## config.mk

```make
export PLATFORM = sky130hd
export DESIGN_NAME = instr_fetch_assembler
export DESIGN_NICKNAME = d
export VERILOG_FILES = /design/src/rtl/instr_fetch_assembler.sv
export SDC_FILE = /design/constraint.sdc
export NUM_CORES = 1
export LEC_CHECK = 0
export ABC_AREA = 1
export ABC_CLOCK_PERIOD_IN_PS = 2400
export CAP_MARGIN = 15
export CORE_AREA = 2 2 193 119
export CTS_CLUSTER_SIZE = 40
export DETAILED_ROUTE_END_ITERATION = 8
export DIE_AREA = 0 0 195 121
export PLACE_DENSITY = 0.51
export SYNTH_ARGS = -nofsm -noshare
export SYNTH_HDL_FRONTEND = slang
export SYNTH_SLANG_ARGS = --single-unit
```

## constraint.sdc

```tcl
create_clock -name clk_i_top -period 2.4 [get_ports clk_i_top]
set_clock_uncertainty 0.1 [all_clocks]
set_input_delay 0.48 -clock clk_i_top [delete_from_list [all_inputs] [get_ports clk_i_top]]
set_output_delay 0.48 -clock clk_i_top [all_outputs]
set_load 0.02 [all_outputs]
```

## src/rtl/instr_fetch_assembler.sv

```systemverilog
// Fetches four consecutive bytes from a byte-wide memory with one-cycle read latency and assembles a 32-bit word; valid pulses 5 cycles after the request edge.
// No backpressure: requests while busy are dropped. FETCH_BYTESWAP_EN selects big-endian assembly (default little-endian).
module instr_fetch_assembler #(
   parameter int          ADDR_W      = 32,
   parameter logic [31:0] RESET_INSTR = 32'h0000_0000
) (
   input  logic              clk_i_top,
   input  logic              rst_n_top,
   input  logic              fetch_req_i,
   input  logic [ADDR_W-1:0] pc_i,
   input  logic              flush_i,
   input  logic [7:0]        instr8bit_i,
   output logic [ADDR_W-1:0] adr_o,
   output logic              mem_write_o,
   output logic              busy_o,
   output logic              instr_valid_o,
   output logic [31:0]       instr_o
);

   typedef enum logic [2:0] {
      S_IDLE = 3'd0,
      S_B0   = 3'd1,
      S_B1   = 3'd2,
      S_B2   = 3'd3,
      S_B3   = 3'd4,
      S_WB   = 3'd5
   } state_t;

   state_t              r_state;
   state_t              w_state_nxt;
   logic [ADDR_W-1:0]   r_base;
   logic [23:0]         r_shadow;
   logic [31:0]         r_instr;
   logic                r_valid;
   logic [ADDR_W-1:0]   w_adr;
   logic                w_done;
   logic                w_flush;
   logic [31:0]         w_word;

   assign w_flush = flush_i && (r_state != S_IDLE);

   always_comb begin
      w_state_nxt = r_state;
      w_adr       = pc_i;
      w_done      = 1'b0;
      case (r_state)
         S_IDLE: begin
            w_adr = pc_i;
            if (fetch_req_i) w_state_nxt = S_B0;
         end
         S_B0: begin
            w_adr       = r_base;
            w_state_nxt = S_B1;
         end
         S_B1: begin
            w_adr       = r_base + ADDR_W'(1);
            w_state_nxt = S_B2;
         end
         S_B2: begin
            w_adr       = r_base + ADDR_W'(2);
            w_state_nxt = S_B3;
         end
         S_B3: begin
            w_adr       = r_base + ADDR_W'(3);
            w_state_nxt = S_WB;
         end
         S_WB: begin
            w_adr       = r_base + ADDR_W'(3);
            w_state_nxt = S_IDLE;
            w_done      = 1'b1;
         end
         default: begin
            w_state_nxt = S_IDLE;
         end
      endcase
      // Flush beats completion: the word in flight is discarded.
      if (w_flush) begin
         w_state_nxt = S_IDLE;
         w_done      = 1'b0;
      end
   end

`ifdef FETCH_BYTESWAP_EN
   assign w_word = {r_shadow[7:0], r_shadow[15:8], r_shadow[23:16], instr8bit_i};
`else
   assign w_word = {instr8bit_i, r_shadow};
`endif

   always_ff @(posedge clk_i_top or negedge rst_n_top) begin
      if (!rst_n_top) begin
         r_state  <= S_IDLE;
         r_base   <= '0;
         r_shadow <= '0;
         r_instr  <= RESET_INSTR;
         r_valid  <= 1'b0;
      end else begin
         r_state <= w_state_nxt;
         r_valid <= w_done;
         if (r_state == S_IDLE && fetch_req_i) r_base <= pc_i;
         // Read data lags the address by one cycle, so each byte lands one state late.
         if (!w_flush) begin
            case (r_state)
               S_B1:    r_shadow[7:0]   <= instr8bit_i;
               S_B2:    r_shadow[15:8]  <= instr8bit_i;
               S_B3:    r_shadow[23:16] <= instr8bit_i;
               default: ;
            endcase
         end
         if (w_done) r_instr <= w_word;
      end
   end

   assign adr_o         = w_adr;
   assign mem_write_o   = 1'b0;
   assign busy_o        = (r_state != S_IDLE);
   assign instr_valid_o = r_valid;
   assign instr_o       = r_instr;

endmodule

```

==> impl_results.md, run 1 <==
* Endpoints failing setup at 32
* Cts bufs inserted at 9
* CP max FO at 5
* Fmax at 0.3586 GHz
* Post-Synth XOR/XNOR Area at 0.001625
* Drt via density at 4.574
* Fraction of layout cells with a size suffix above 1 at 0.2801
* Buf/Inv on CP at 3
* CP cell instances: inv_2 > nand2_4 > fa_2 > nor2_4 > nand2_4 > buf_6 > nor2_4 > nand3_1 > nand3_1 > nand4_1 > buf_4
* Arr. time, crit path at 2.21 ns
* Worst reg-to-reg setup slack at 0.52 ns
* First-pass GRT wire length at 31,800 um
* Reg2reg path depth at 9
* RD Place Congestion at 0.9251
* Initial antenna violation count at 0
* Hold slack final at 0.007142 ns
* End point of the critical path: adr_o[28]
* Dpl hpwl at 15,570 um
* Syn_nets at 826
* Slew @ Worst Pin at 0.7080 ns
* Peak supply drop at 0.6138 mV
* Count of cell types in the netlist at 33
* Synthesized area at 5389 um^2
* Run status: finished with violations
* Max stage delay cell, worst path: dfrtp_2
* IO Pins at 111
* #FFs+latches synth at 92
* Total GRT Usage at 0.1788
* Clock Latency Late Sink at 0.35 ns
* Critical Path Max Stage Delay at 0.41 ns
* Synth Area in Simple Gates at 0.3678
* Leak pwr at 3.998 nW
* FF-to-FF End: r_base[6]$_DFFE_PN0P_
* CTS Hold Bufs at 0
* Htree depth at 3
* Power Total at 11.76 mW
* Number of global-route vias before repair at 5,426
* Drt first pass iters at 5
* Critical Path Stages at 11
* Critical Path Start: r_state[1]$_DFFE_PN0P_
* Multiplexer share of the synthesized area at 0.01045
* Initial drt markers at 454
* Clock-pin slew on the worst setup and hold paths at 0.07 ns
* Top cells by area, synth: dfrtp_1 43%, nand2_1 23%, o21ai_0 7.0%, nand3_1 4.8%, inv_1 4.5%
* Adder-Cell Fraction of Synth Area at 0.008358
* Sequential-to-total area share from yosys stat at 0.4272
* Standard-cell rows at 42
* Compound-Gate Fraction of Synth Area at 0.1066
* ANT cells at 0
* Final ANT Viol Nets at 0
* Crit path capture type: primary output
* I/O Buffers at 109
* Root buffer cell: clkbuf_16
* CTS sink cnt at 92
* Final Cycle Share at 1.162
* Syn avg cell area at 6.918 um^2
* Final min period at 2.788 ns
* Type of origin of the critical path: flop
* Via count at 5,864
* GRT overflow at 0
* Unrepaired setup endpoints after global routing: true
* Die width at 195 um
* Share of the synthesized area in the top cell type at 0.4272
* CTS tree: done
* Largest net degree at the start of global routing at 48
* Max-Cap Viols at 0
* Hold Path Class: in2async
* Critical Path RT at 1.82 ns
* Routed len/inst at 16.07 um
* Drc violations at 0
* Initial Util at 0.2477
* Cell taking the most area after synthesis: dfrtp_1
* Final Hold Viols at 0
* PD cells at 1389 nW/um^2
* Die footprint at 23,600 um^2
* Origin of the critical flop-to-flop path: r_state[2]$_DFFE_PN0P_
* Core footprint at 21,760 um^2
* WS Path Type: reg2out
* Maximum root-to-sink buffer count at 2
* Slew Viols, Final at 0
* Overall die height at 121 um
* Fin nets at 1,039
* Routed wire length at 20,600 um
* Crit-path leading delay family: simple AND/OR/NAND/NOR gates
* Post-route setup slack at -0.3883 ns
* Failing checks: negative setup slack
* Cells after Synth at 779
* Yosys warnings at 0
* P&R area growth vs syn at 57.14%
* Combinational family with the most area after synthesis: simple AND/OR/NAND/NOR gates
* Slew headroom at 0.5273
## power by group
group	leakage, nW	internal, mW	switching, mW	total, mW
registers	1.17	2.18	0.579	2.76
logic	2.67	3.45	4.03	7.48
clock network	0.151	0.848	0.676	1.52
## cell usage after synthesis
cell type and count:
ha_1 2, fa_1 1, a21oi_1 7, nor2_1 60
nor3_1 1, nand3_2 1, nand3_1 52, nor2_4 2
nand2_1 326, inv_2 6, buf_6 2, buf_4 8
nand2_4 4, a22oi_1 1, nand2_2 3, nor3_4 1
a211oi_1 1, a21oi_2 1, nand3_4 1, conb_1 1
o21ai_0 75, dfrtp_1 92, nor2_2 4, o22ai_1 4
o21ai_2 2, mux2_2 5, inv_1 65, clkbuf_1 6
o211ai_1 5, xnor2_1 1, nand4_1 18, o21ai_1 12
buf_2 9
## final cells by class
cell class	instances	area (um^2)
Fill cell	2286	13290
Inverter	71	271.5
Sequential cell	92	2310
Clock inverter	5	67.56
Multi-Input combinational cell	591	3047
Tap cell	286	357.8
Timing Repair Buffer	227	2176
Clock buffer	10	239.0
## how the worst min path moves through the flow
stage	end	start	slack, ns
after floorplan	instr_o[0]$_DFFE_PN0P_	rst_n_top	0.08
after global placement	instr_o[17]$_DFFE_PN0P_	instr_o[17]$_DFFE_PN0P_	0.36
after detailed placement	instr_o[10]$_DFFE_PN0P_	instr_o[10]$_DFFE_PN0P_	0.36
after CTS	r_base[12]$_DFFE_PN0P_	rst_n_top	0.02
after global routing	r_shadow[5]$_DFFE_PN0P_	rst_n_top	0.04
final	instr_o[12]$_DFFE_PN0P_	rst_n_top	0.007
## repair_timing
| item | CTS | global route |
|---|---|---|
| cloned | 0 | 1 |
| setup endpoints to repair | 33 | 32 |
| setup buffers | 8 | 4 |
| pin swaps | 23 | 34 |
| gates resized for setup | 233 | 79 |
## registers in the layout, summed over array words and instances, names as in the netlist
signal,count
r_base,32
instr_o,32
r_shadow,24
instr_valid_o,1
r_state,3
## layer usage
metal,vias up,share of wire,track usage,wire (um)
li1,2921,-,-,-
met1,2718,0.55,0.3029,11420
met2,213,0.35,0.2112,7144
met3,12,0.090,0.04475,1855
met4,0,0.0086,0.03865,178
met5,-,0,0,0
## per-stage QoR
step	setup slack (ns)	TNS, ns	util	instances	cell area, um^2
2_1_floorplan	-0.00006928	-0.00006928	-	779	5406
3_3_place_gp	-0.5055	-11.82	0.3486	1254	7584
3_5_place_dp	-0.5406	-12.99	0.3486	1254	7584
4_1_cts	-0.4402	-12.23	0.3743	1277	8144
5_1_grt	-0.5086	-14.07	0.3892	1282	8468
6_report	-0.3883	-10.12	0.3892	1282	8468
## cell families (layout without fill, tap and decap cells)
family,after synthesis,in the layout
DFF,92,92
adders and majority gates,3,3
other,1,1
muxes,5,5
xor gates and xnor gates,1,1
and+or+nand+nor,473,473
buffers and inverters,96,313
AOI/OAI and AO/OA,108,108
## placed cells by master, fill, tap and decap left out, drive strengths merged
cell type / count
a211oi: 1
a21oi: 8
a22oi: 1
buf: 150
bufinv: 1
clkbuf: 11
clkdlybuf4s50: 75
clkinv: 1
conb: 1
dfrtp: 92
dlygate4sd2: 1
fa: 1
ha: 2
inv: 74
mux2: 5
nand2: 333
nand3: 54
nand4: 18
nor2: 66
nor3: 2
o211ai: 5
o21ai: 89
o22ai: 4
xnor2: 1
No activity file was read; power rests on OpenSTA's default activity.
==> run 2: changes to the inputs <==
--- a/config.mk
+++ b/config.mk
@@ -7,9 +7,8 @@
 export LEC_CHECK = 0
 export ABC_AREA = 1
 export ABC_CLOCK_PERIOD_IN_PS = 2400
-export CAP_MARGIN = 15
 export CORE_AREA = 2 2 193 119
-export CTS_CLUSTER_SIZE = 40
+export CTS_CLUSTER_SIZE = 30
 export DETAILED_ROUTE_END_ITERATION = 8
 export DIE_AREA = 0 0 195 121
 export PLACE_DENSITY = 0.51
==> results of run 2 <==
The final DEF is identical to that of run 1; final timing and power are the same.
==> run 3: changes to the inputs <==
--- a/config.mk
+++ b/config.mk
@@ -11,7 +11,9 @@
 export CTS_CLUSTER_SIZE = 30
 export DETAILED_ROUTE_END_ITERATION = 8
 export DIE_AREA = 0 0 195 121
+export MAX_ROUTING_LAYER = met4
 export PLACE_DENSITY = 0.51
 export SYNTH_ARGS = -nofsm -noshare
 export SYNTH_HDL_FRONTEND = slang
 export SYNTH_SLANG_ARGS = --single-unit
+export TNS_END_PERCENT = 30
==> run 3 against run 2 <==
Worst hold slack got worse by 0.019 ns. Critical path type unchanged. Via count fell by 2.2%. The flow finishes with violations (negative hold slack, negative setup slack). Non-clock buffer count decreased by 3. Die area unchanged. Design area decreased by 3.2%. Largest cell class unchanged. Sequential power hardly changed. Fmax is essentially flat.
==> impl_results.md, run 3 (synthesis results as in run 1) <==
* Core footprint at 21,760 um^2
* Slew @ Worst Pin at 0.6833 ns
* CP cell instances: inv_2 > nand2_4 > fa_2 > nor2_4 > nand2_4 > buf_4 > a21oi_4 > nand2_1 > nand2_1 > nand3_1 > buf_2
* Fraction of layout cells with a size suffix above 1 at 0.2538
* Clock Latency Late Sink at 0.36 ns
* IO Pins at 111
* Drt via density at 4.485
* Fin nets at 1,036
* Commonest non-fill, non-tap cell in the layout: nand2_1
* Met3 usage at 0.04391
* P&R area growth vs syn at 52.05%
* Initial drt markers at 480
* Failing checks: negative hold slack, negative setup slack
* Final ANT Viol Nets at 0
* Run status: finished with violations
* Leak pwr at 3.902 nW
* Unrepaired setup endpoints after global routing: true
* ANT cells at 0
* Dpl hpwl at 15,560 um
* Crit-path leading delay family: simple AND/OR/NAND/NOR gates
* Final instance area at 8194 um^2
* Clock-pin slew on the worst setup and hold paths at 0.07 ns
* Max-Cap Viols at 0
* Total GRT Usage at 0.1828
* Die width at 195 um
* Initial antenna violation count at 0
* Drt first pass iters at 5
* Worst slack at placement at -0.4861 ns
* Via count at 5,736
* Slew Viols, Final at 0
* Number of global-route vias before repair at 5,360
* Routed len/inst at 16.01 um
* Initial Util at 0.2477
* CTS Hold Bufs at 0
* Largest net degree at the start of global routing at 45
* M2 GR Usage at 0.2125
* Cts bufs inserted at 9
* Final Cycle Share at 1.161
* Hold Path Class: in2async
* Root buffer cell: clkbuf_16
* Post-route setup slack at -0.3866 ns
* PD cells at 1364 nW/um^2
* Fmax at 0.3589 GHz
* Crit path capture type: primary output
* RD Place Congestion at 0.9504
* Hold slack final at -0.01138 ns
* Placed cell area at 7636 um^2
* Critical Path RT at 1.82 ns
* Peak supply drop at 0.6078 mV
* Standard-cell rows at 42
* Overall die height at 121 um
* M1 GR Usage at 0.3004
* CP max FO at 5
* Maximum root-to-sink buffer count at 2
* Max stage delay cell, worst path: dfrtp_2
* Gr busiest metal: met1
* Buf/Inv on CP at 3
* Final Hold Viols at 1
* First-pass GRT wire length at 31,530 um
* Htree depth at 3
* Final min period at 2.787 ns
* Setup TNS at -9.961 ns
* CTS tree: done
* Routed wire length at 20,480 um
* Die footprint at 23,600 um^2
* Endpoints failing setup at 32
* WS Path Type: reg2out
* Type of origin of the critical path: flop
* Critical Path Max Stage Delay at 0.41 ns
* CTS sink cnt at 92
* I/O Buffers at 109
* GRT overflow at 0
* Slew headroom at 0.5438
* Drc violations at 0
* Arr. time, crit path at 2.21 ns
* Most frequent cells in the layout: 306 x nand2_1, 111 x buf_4, 84 x dfrtp_1
-- run 3: layout make-up --
class / instances / area (um^2)
Fill cell: 2326 / 13560
Inverter: 71 / 266.5
Clock inverter: 5 / 42.54
Sequential cell: 92 / 2312
Tap cell: 286 / 357.8
Timing Repair Buffer: 224 / 2043
Multi-Input combinational cell: 591 / 2933
Clock buffer: 10 / 239.0
-- run 3: worst reg2reg max path, delay by kind of cell (launching register included) --
kind | cells | cell delay [ns]
AO/OA/AOI/OAI | 1 | 0.11
buffers and inverters | 3 | 0.65
AND/OR/NAND/NOR | 4 | 0.48
flip-flops | 1 | 0.41
-- run 3: metrics by stage --
stage,utilization,power (mW),hold slack [ns],instances
floorplan,-,5.855,0.08441,779
global placement,0.3510,9.342,0.3592,1261
detailed placement,0.3510,9.341,0.3589,1261
CTS,0.3695,10.89,0.003584,1276
global route,0.3766,11.97,0.02255,1279
finish,0.3766,11.17,-0.01138,1279
-- run 3: per-layer routing --
layer,vias to the layer above,wire length [um]
met2,150,7116
met3,9,1375
li1,2908,-
met5,-,0
met4,0,160
met1,2669,11830
-- run 3: report_power, final --
part | switching (mW) | total, mW | internal, mW
sequential | 0.564 | 2.74 | 2.18
clock | 0.691 | 1.43 | 0.742
combinational | 3.86 | 7.00 | 3.14
-- run 3: path summary, 6_finish.rpt --
kind	to	cells past startpoint	slack, ns	from
hold reg to reg	instr_o[10]$_DFFE_PN0P_	2	0.37	r_shadow[10]$_DFFE_PN0P_
hold / removal	r_base[8]$_DFFE_PN0P_	1	-0.01	rst_n_top
setup reg to reg	r_base[1]$_DFFE_PN0P_	8	0.55	r_state[1]$_DFFE_PN0P_
min in group clk_i_top	instr_o[10]$_DFFE_PN0P_	2	0.37	r_shadow[10]$_DFFE_PN0P_
max in group asynchronous	instr_o[27]$_DFFE_PN0P_	2	1.59	rst_n_top
setup / recovery	adr_o[24]	11	-0.39	r_state[1]$_DFFE_PN0P_
-- run 3: repair_timing --
action / in CTS / in global routing
setup endpoints to repair: 33 / 32
setup buffers: 0 / 2
cloned: 0 / 1
pin swaps: 18 / 28
gates resized for setup: 201 / 51
